**config.mk**
```make
export PLATFORM = sky130hd
export DESIGN_NAME = select_segment_param
export DESIGN_NICKNAME = d
export VERILOG_FILES = /design/src/rtl/select_segment_param.sv
export SDC_FILE = /design/constraint.sdc
export NUM_CORES = 1
export LEC_CHECK = 0
export ABC_AREA = 1
export BUFFER_PORTS_ARGS = -buffer_cell sky130_fd_sc_hd__buf_4
export CAP_MARGIN = 25
export CORE_MARGIN = 2
export CORE_UTILIZATION = 45
export DETAILED_ROUTE_END_ITERATION = 7
export HOLD_SLACK_MARGIN = 0.12
export PLACE_DENSITY = 0.6
export SETUP_SLACK_MARGIN = 0.3
export SLEW_MARGIN = 0
export SYNTH_ARGS = -nofsm -noshare
export SYNTH_HDL_FRONTEND = slang
export SYNTH_SLANG_ARGS = --single-unit
```
**constraint.sdc**
```tcl
create_clock -name in_clock -period 15.4 [get_ports in_clock]
set_input_delay 2.31 -clock in_clock [delete_from_list [all_inputs] [get_ports in_clock]]
set_output_delay 2.31 -clock in_clock [all_outputs]
set_load 0.02 [all_outputs]
```
**src/rtl/select_segment_param.sv**
```systemverilog
// Segment selector for the MCMC proposal path: bounds -> weighted segment pick.
// Optional selection counters are enabled with SELECT_SEGMENT_STATS_EN.
module select_segment_param #(
  parameter int WIDTH       = 8,
  parameter int TAIL_WEIGHT = 16
) (
  input  logic             in_clock,
  input  logic             in_reset,
  input  logic             in_enable,
  input  logic             in_start,
  input  logic [15:0]      in_seed,
  input  logic [WIDTH-1:0] in_c_less_than,
  input  logic [WIDTH-1:0] in_c_more_than,
  input  logic [1:0]       in_flag,
  output logic             out_busy,
  output logic             out_valid,
  output logic [1:0]       out_chosen_segment_type,
  output logic [WIDTH-1:0] out_chosen_segment_from,
  output logic [WIDTH-1:0] out_chosen_segment_to,
  output logic [WIDTH:0]   out_chosen_segment_weight
`ifdef SELECT_SEGMENT_STATS_EN
  ,
  output logic [47:0]      out_sel_count
`endif
);

  localparam int TW = WIDTH + 3;

  typedef logic signed [WIDTH-1:0] val_t;
  typedef logic [WIDTH:0]          wgt_t;

  typedef enum logic [2:0] {
    S_IDLE,
    S_BUILD,
    S_DRAW,
    S_SELECT,
    S_DONE
  } state_t;

  localparam logic [1:0] T_UNI  = 2'd0;
  localparam logic [1:0] T_UP   = 2'd1;
  localparam logic [1:0] T_DN   = 2'd2;
  localparam logic [1:0] T_NONE = 2'd3;

  localparam val_t MIN_V  = {1'b1, {(WIDTH-1){1'b0}}};
  localparam val_t MAX_V  = {1'b0, {(WIDTH-1){1'b1}}};
  localparam wgt_t TAIL_W = (WIDTH+1)'(TAIL_WEIGHT);

  state_t        state;
  val_t          lo_q;
  val_t          hi_q;
  logic [1:0]    flag_q;
  logic [1:0]    seg_type [3];
  val_t          seg_from [3];
  val_t          seg_to   [3];
  wgt_t          seg_w    [3];
  logic [TW-1:0] total_q;
  logic [TW-1:0] r_q;
  logic [15:0]   lfsr;

  logic [1:0]    b_type [3];
  val_t          b_from [3];
  val_t          b_to   [3];
  wgt_t          b_w    [3];
  logic [TW-1:0] b_total;

  val_t              lo_m1;
  val_t              hi_p1;
  val_t              mid;
  val_t              mid_p1;
  logic signed [WIDTH:0] sum;
  logic              feas;

  logic [15:0]       lfsr_next;
  logic [WIDTH+18:0] prod;
  logic [TW-1:0]     r_next;

  logic [TW-1:0] w0x;
  logic [TW-1:0] w01x;
  logic [1:0]    c_type;
  val_t          c_from;
  val_t          c_to;
  wgt_t          c_w;

  function automatic wgt_t uni_w(input val_t f, input val_t t);
    wgt_t d;
    d = {t[WIDTH-1], t} - {f[WIDTH-1], f} + wgt_t'(1);
    return d;
  endfunction

  assign out_busy = (state != S_IDLE);

  always_comb begin
    lo_m1  = lo_q - val_t'(1);
    hi_p1  = hi_q + val_t'(1);
    sum    = {lo_q[WIDTH-1], lo_q} + {hi_q[WIDTH-1], hi_q};
    mid    = val_t'(sum >>> 1);
    mid_p1 = mid + val_t'(1);
    feas   = (lo_q <= hi_q);
  end

  // Empty tails stay NONE so lo-1 / hi+1 never wrap into the domain.
  always_comb begin
    for (int i = 0; i < 3; i++) begin
      b_type[i] = T_NONE;
      b_from[i] = '0;
      b_to[i]   = '0;
    end
    unique case (1'b1)
      (flag_q == 2'd0): begin
        b_type[0] = T_UNI; b_from[0] = MIN_V; b_to[0] = MAX_V;
      end
      (flag_q == 2'd1) && feas: begin
        if (lo_q != MIN_V) begin
          b_type[0] = T_UP; b_from[0] = MIN_V; b_to[0] = lo_m1;
        end
        b_type[1] = T_UNI; b_from[1] = lo_q; b_to[1] = hi_q;
        if (hi_q != MAX_V) begin
          b_type[2] = T_DN; b_from[2] = hi_p1; b_to[2] = MAX_V;
        end
      end
      (flag_q == 2'd1) && !feas: begin
        b_type[0] = T_UP; b_from[0] = MIN_V;  b_to[0] = mid;
        b_type[1] = T_DN; b_from[1] = mid_p1; b_to[1] = MAX_V;
      end
      (flag_q == 2'd2): begin
        if (lo_q != MIN_V) begin
          b_type[0] = T_UP; b_from[0] = MIN_V; b_to[0] = lo_m1;
        end
        b_type[1] = T_UNI; b_from[1] = lo_q; b_to[1] = MAX_V;
      end
      (flag_q == 2'd3): begin
        b_type[0] = T_UNI; b_from[0] = MIN_V; b_to[0] = hi_q;
        if (hi_q != MAX_V) begin
          b_type[1] = T_DN; b_from[1] = hi_p1; b_to[1] = MAX_V;
        end
      end
      default: ;
    endcase
    for (int i = 0; i < 3; i++) begin
      if (b_type[i] == T_UNI)
        b_w[i] = uni_w(b_from[i], b_to[i]);
      else if (b_type[i] == T_NONE)
        b_w[i] = '0;
      else
        b_w[i] = TAIL_W;
    end
    b_total = TW'(b_w[0]) + TW'(b_w[1]) + TW'(b_w[2]);
  end

  always_comb begin
    lfsr_next = {1'b0, lfsr[15:1]} ^ (lfsr[0] ? 16'hB400 : 16'h0000);
    prod      = (WIDTH+19)'(lfsr_next) * (WIDTH+19)'(total_q);
    r_next    = TW'(prod >> 16);
  end

  always_comb begin
    w0x    = TW'(seg_w[0]);
    w01x   = w0x + TW'(seg_w[1]);
    c_type = seg_type[2];
    c_from = seg_from[2];
    c_to   = seg_to[2];
    c_w    = seg_w[2];
    unique case (1'b1)
      (r_q < w0x): begin
        c_type = seg_type[0]; c_from = seg_from[0];
        c_to   = seg_to[0];   c_w    = seg_w[0];
      end
      (r_q >= w0x) && (r_q < w01x): begin
        c_type = seg_type[1]; c_from = seg_from[1];
        c_to   = seg_to[1];   c_w    = seg_w[1];
      end
      default: ;
    endcase
  end

  always_ff @(posedge in_clock) begin
    if (in_reset) begin
      state   <= S_IDLE;
      lfsr    <= (in_seed == 16'h0000) ? 16'h0001 : in_seed;
      lo_q    <= '0;
      hi_q    <= '0;
      flag_q  <= '0;
      total_q <= '0;
      r_q     <= '0;
      for (int i = 0; i < 3; i++) begin
        seg_type[i] <= T_NONE;
        seg_from[i] <= '0;
        seg_to[i]   <= '0;
        seg_w[i]    <= '0;
      end
      out_valid                 <= 1'b0;
      out_chosen_segment_type   <= T_NONE;
      out_chosen_segment_from   <= '0;
      out_chosen_segment_to     <= '0;
      out_chosen_segment_weight <= '0;
    end else begin
      out_valid <= in_enable && (state == S_DONE);
      if (in_enable) begin
        unique case (state)
          S_IDLE: begin
            if (in_start) begin
              lo_q   <= in_c_more_than;
              hi_q   <= in_c_less_than;
              flag_q <= in_flag;
              state  <= S_BUILD;
            end
          end
          S_BUILD: begin
            for (int i = 0; i < 3; i++) begin
              seg_type[i] <= b_type[i];
              seg_from[i] <= b_from[i];
              seg_to[i]   <= b_to[i];
              seg_w[i]    <= b_w[i];
            end
            total_q <= b_total;
            state   <= S_DRAW;
          end
          S_DRAW: begin
            lfsr  <= lfsr_next;
            r_q   <= r_next;
            state <= S_SELECT;
          end
          S_SELECT: begin
            out_chosen_segment_type   <= c_type;
            out_chosen_segment_from   <= c_from;
            out_chosen_segment_to     <= c_to;
            out_chosen_segment_weight <= c_w;
            state                     <= S_DONE;
          end
          S_DONE: state <= S_IDLE;
          default: state <= S_IDLE;
        endcase
      end
    end
  end

`ifdef SELECT_SEGMENT_STATS_EN
  logic [15:0] cnt_uni;
  logic [15:0] cnt_up;
  logic [15:0] cnt_dn;

  assign out_sel_count = {cnt_dn, cnt_up, cnt_uni};

  always_ff @(posedge in_clock) begin
    if (in_reset) begin
      cnt_uni <= '0;
      cnt_up  <= '0;
      cnt_dn  <= '0;
    end else if (in_enable && (state == S_DONE)) begin
      unique case (1'b1)
        (out_chosen_segment_type == T_UNI):
          if (cnt_uni != 16'hFFFF) cnt_uni <= cnt_uni + 16'd1;
        (out_chosen_segment_type == T_UP):
          if (cnt_up != 16'hFFFF) cnt_up <= cnt_up + 16'd1;
        (out_chosen_segment_type == T_DN):
          if (cnt_dn != 16'hFFFF) cnt_dn <= cnt_dn + 16'd1;
        default: ;
      endcase
    end
  end
`endif

endmodule

```
==> out/results.ini <==
[synth]
yosysTopAreaCell = fa_1
netlist-cell-type-count = 56
ys_ff_latch = 144
synth.area.top_cells = fa_1, edfxtp_1, ha_1
ys_seq_area_frac = 0.249
syn_inst = 1850
yosysTopAreaCellShare = 0.178
syn_nets = 2170
synthFlopType = edfxtp_1
synth_edf_count = 73
syn_area_sq_mm = 0.0145
synthArstFlopShare = 0
avgSynthCellArea_sq_um = 7.85
ys_warn_count = 0

[clock_network]
hold_buffers = 0
cts.htree.levels = 4
cts-root-buf = clkbuf_16
post-cts-setup-buffers = 0
cts_tree = done
cts.clk_slew.worst_paths_ns = 0.06
cts_resized = 0
clk_latency_ns = 0.45
cts_buffers = 17
clk_path_buf_depth = 2
clock_sinks = 144

[cells_and_area]
design_area_sq_mm = 0.0159
drive_above_1_share = 0.0779
syn_to_final_growth_pct = 9.40
antennaDiodeCount = 0
finalNetCount = 2193

[global_routing]
antenna_found_initial = 0
grt_pass1_wl_um = 64800
grt_pass1_vias = 12300
overflow = 0
gr-usage-all-layers = 0.248
grt_max_degree = 74

[timing]
rsz0062_at_grt = no
setup_viol = 0
worst_pin_slew_ns = 0.955
final.setup.tns_ns = 0
min_period_over_period = 0.395
finalClockSkew_ns = 0.0184
final_max_slew_viol_count = 0
clock.fmax_mhz = 164
post-route-min-period_ns = 6.08
timing.final.hold_violations = 0
relSlewSlack = 0.360

[worst_setup_path]
r2r_end = r_q[7]
ff2ff_setup_slack_ns = 9.32
worstSetupPathType = reg2reg
cp-endpoint = r_q[7]
crit_top_cell = fa_1
crit_required_ns = 15.71
setup.worst_path.end_class = flip-flop
crit_start = lfsr[0]
slowest_delay_ns = 0.67
r2r-start = lfsr[0]
slowest_stage = edfxtp_1
rr_worst_depth = 19
start_kind = flip-flop
worstPathArrival_ns = 6.39
crit_fanout = 18
path_cells = or2_2 -> nand2_1 -> inv_1 -> nand2_1 -> fa_1 -> fa_1 -> inv_1 -> fa_1 -> fa_1 -> fa_1 -> ha_1 -> a21oi_1 -> o21ai_0 -> a21oi_1 -> inv_1 -> a211oi_1 -> o21ai_0 -> xor2_1 -> a21oi_1

[power_and_ir_drop]
peakVddDrop_uv = 78.5
leakagePower_nw = 8.07
powerDensity_mw_per_mm2 = 87.2

[floorplan]
die-area_sq_mm = 0.0337
initial_utilization = 0.459
ioPinCount = 67
core_sq_mm = 0.0316
rows = 65
die_y_um = 184
die_w_um = 184

[place]
place_area_sq_mm = 0.0153
hpwl_um = 31300
io_buffers = 66
gp_congestion = 0.965

[worst_hold_path]
hold_class = reg2reg

[flow_run]
maxCapViolCount = 0

[route]
post_drt_wl_per_cell_um = 17.6
drcViolationCount = 0
routed_wl_um = 40200
first_iter_violations = 750
drtPass1Iterations = 5
vias_per_cell = 5.30
ant_nets = 0
num_vias = 12100

[outcome]
outcome = complete, no violations

power breakdown:
group	switching (W)	internal (W)	total, W
clock network	0.000190	0.000233	0.000423
registers	0.0000422	0.000426	0.000468
logic	0.000318	0.000176	0.000495
placed cells by master (no fill, tap or decap), types with 3 or more instances in the layout:
| cell type | count |
|---|---|
| a21oi_1 | 124 |
| inv_8 | 4 |
| nand4_1 | 15 |
| nor3_2 | 7 |
| a31oi_1 | 19 |
| nor2_1 | 148 |
| ha_1 | 153 |
| or2_2 | 5 |
| nand2_1 | 408 |
| nand2_4 | 6 |
| o21ai_1 | 5 |
| clkinv_1 | 5 |
| nor3_1 | 22 |
| nor4_1 | 7 |
| inv_2 | 8 |
| a21o_1 | 8 |
| nand2_2 | 4 |
| inv_1 | 329 |
| buf_4 | 71 |
| o21a_1 | 4 |
| edfxtp_1 | 73 |
| nand3_1 | 57 |
| inv_6 | 4 |
| xor2_1 | 25 |
| o211ai_1 | 6 |
| a211oi_1 | 3 |
| o221ai_1 | 7 |
| clkbuf_16 | 17 |
| fa_1 | 129 |
| o21bai_1 | 3 |
| o22ai_1 | 4 |
| xnor2_1 | 11 |
| o21ai_0 | 93 |
| dfxtp_1 | 71 |
layer usage:
layer	GRT usage	wire, um
met2	0.454	20900
met1	0.292	16600
met3	0.0337	1330
met4	0.103	1410
met5	0	0
final cells by class:
type | instances | area (sq um)
Clock inverter | 14 | 146
Clock buffer | 18 | 439
Timing Repair Buffer | 71 | 533
Sequential cell | 144 | 3610
Inverter | 341 | 1280
Multi-Input combinational cell | 1298 | 9370
Fill cell | 3066 | 15800
Tap cell | 402 | 503
worst min-delay path by stage:
stage / start / endpoint / slack [ns] / cells after the start
floorplan: state[2] / out_valid / 0.46 / 2
global placement: out_chosen_segment_type[1] / out_chosen_segment_type[1] / 0.47 / 2
detailed placement: state[2] / out_valid / 0.49 / 2
CTS: state[2] / out_valid / 0.50 / 2
global route: state[2] / out_valid / 0.53 / 2
finish: state[2] / out_valid / 0.50 / 2
worst max-delay path, delay by kind of cell, from the launching register on:
family	cells	cell delay, ns
simple gates	3	0.74
xor+xnor	1	0.24
compound gates	6	1.11
fa+ha+maj	6	2.83
flops	1	0.67
buf+inv	3	0.36
state kept, by name (all words and copies together), names as in the netlist, 8 cells and up:
signal                     flops
seg_w                         18
lfsr                          16
total_q                       11
out_chosen_segment_from        8
out_chosen_segment_to          8
seg_from                      17
hi_q                           8
out_chosen_segment_weight      9
r_q                           11
seg_to                        17
lo_q                           8
logic make-up (layout without fill, tap and decap cells):
| logic type | count (synthesis) | in the layout | synth area share |
|---|---|---|---|
| compound gates | 288 | 288 | 0.111 |
| xor+xnor | 36 | 36 | 0.0217 |
| fa+ha+maj | 282 | 282 | 0.310 |
| buf+inv | 408 | 444 | 0.106 |
| flops | 144 | 144 | 0.249 |
| simple gates | 692 | 692 | 0.203 |
cell usage after synthesis (all sizes together), types with 6 or more instances:
cell type and number:
a21o 8, a21oi 125, a31oi 19, buf 6
clkbuf 61, dfxtp 71, edfxtp 73, fa 129
ha 153, inv 337, nand2 419, nand3 60
nand4 15, nor2 151, nor3 30, nor4 8
o211ai 6, o21ai 101, o221ai 7, or2 7
xnor2 11, xor2 25
per-stage QoR:
stage	hold WS (ns)	instances	power (W)	util	setup WS, ns
floorplan	0.461	1850	0.000825	-	10.32
global placement	0.472	2256	0.000967	0.484	9.40
detailed placement	0.494	2256	0.000970	0.484	9.35
CTS	0.501	2288	0.00140	0.502	9.32
global route	0.535	2288	0.00148	0.502	9.01
finish	0.499	2288	0.00139	0.502	9.32
No activity file was read; power rests on OpenSTA's default activity.
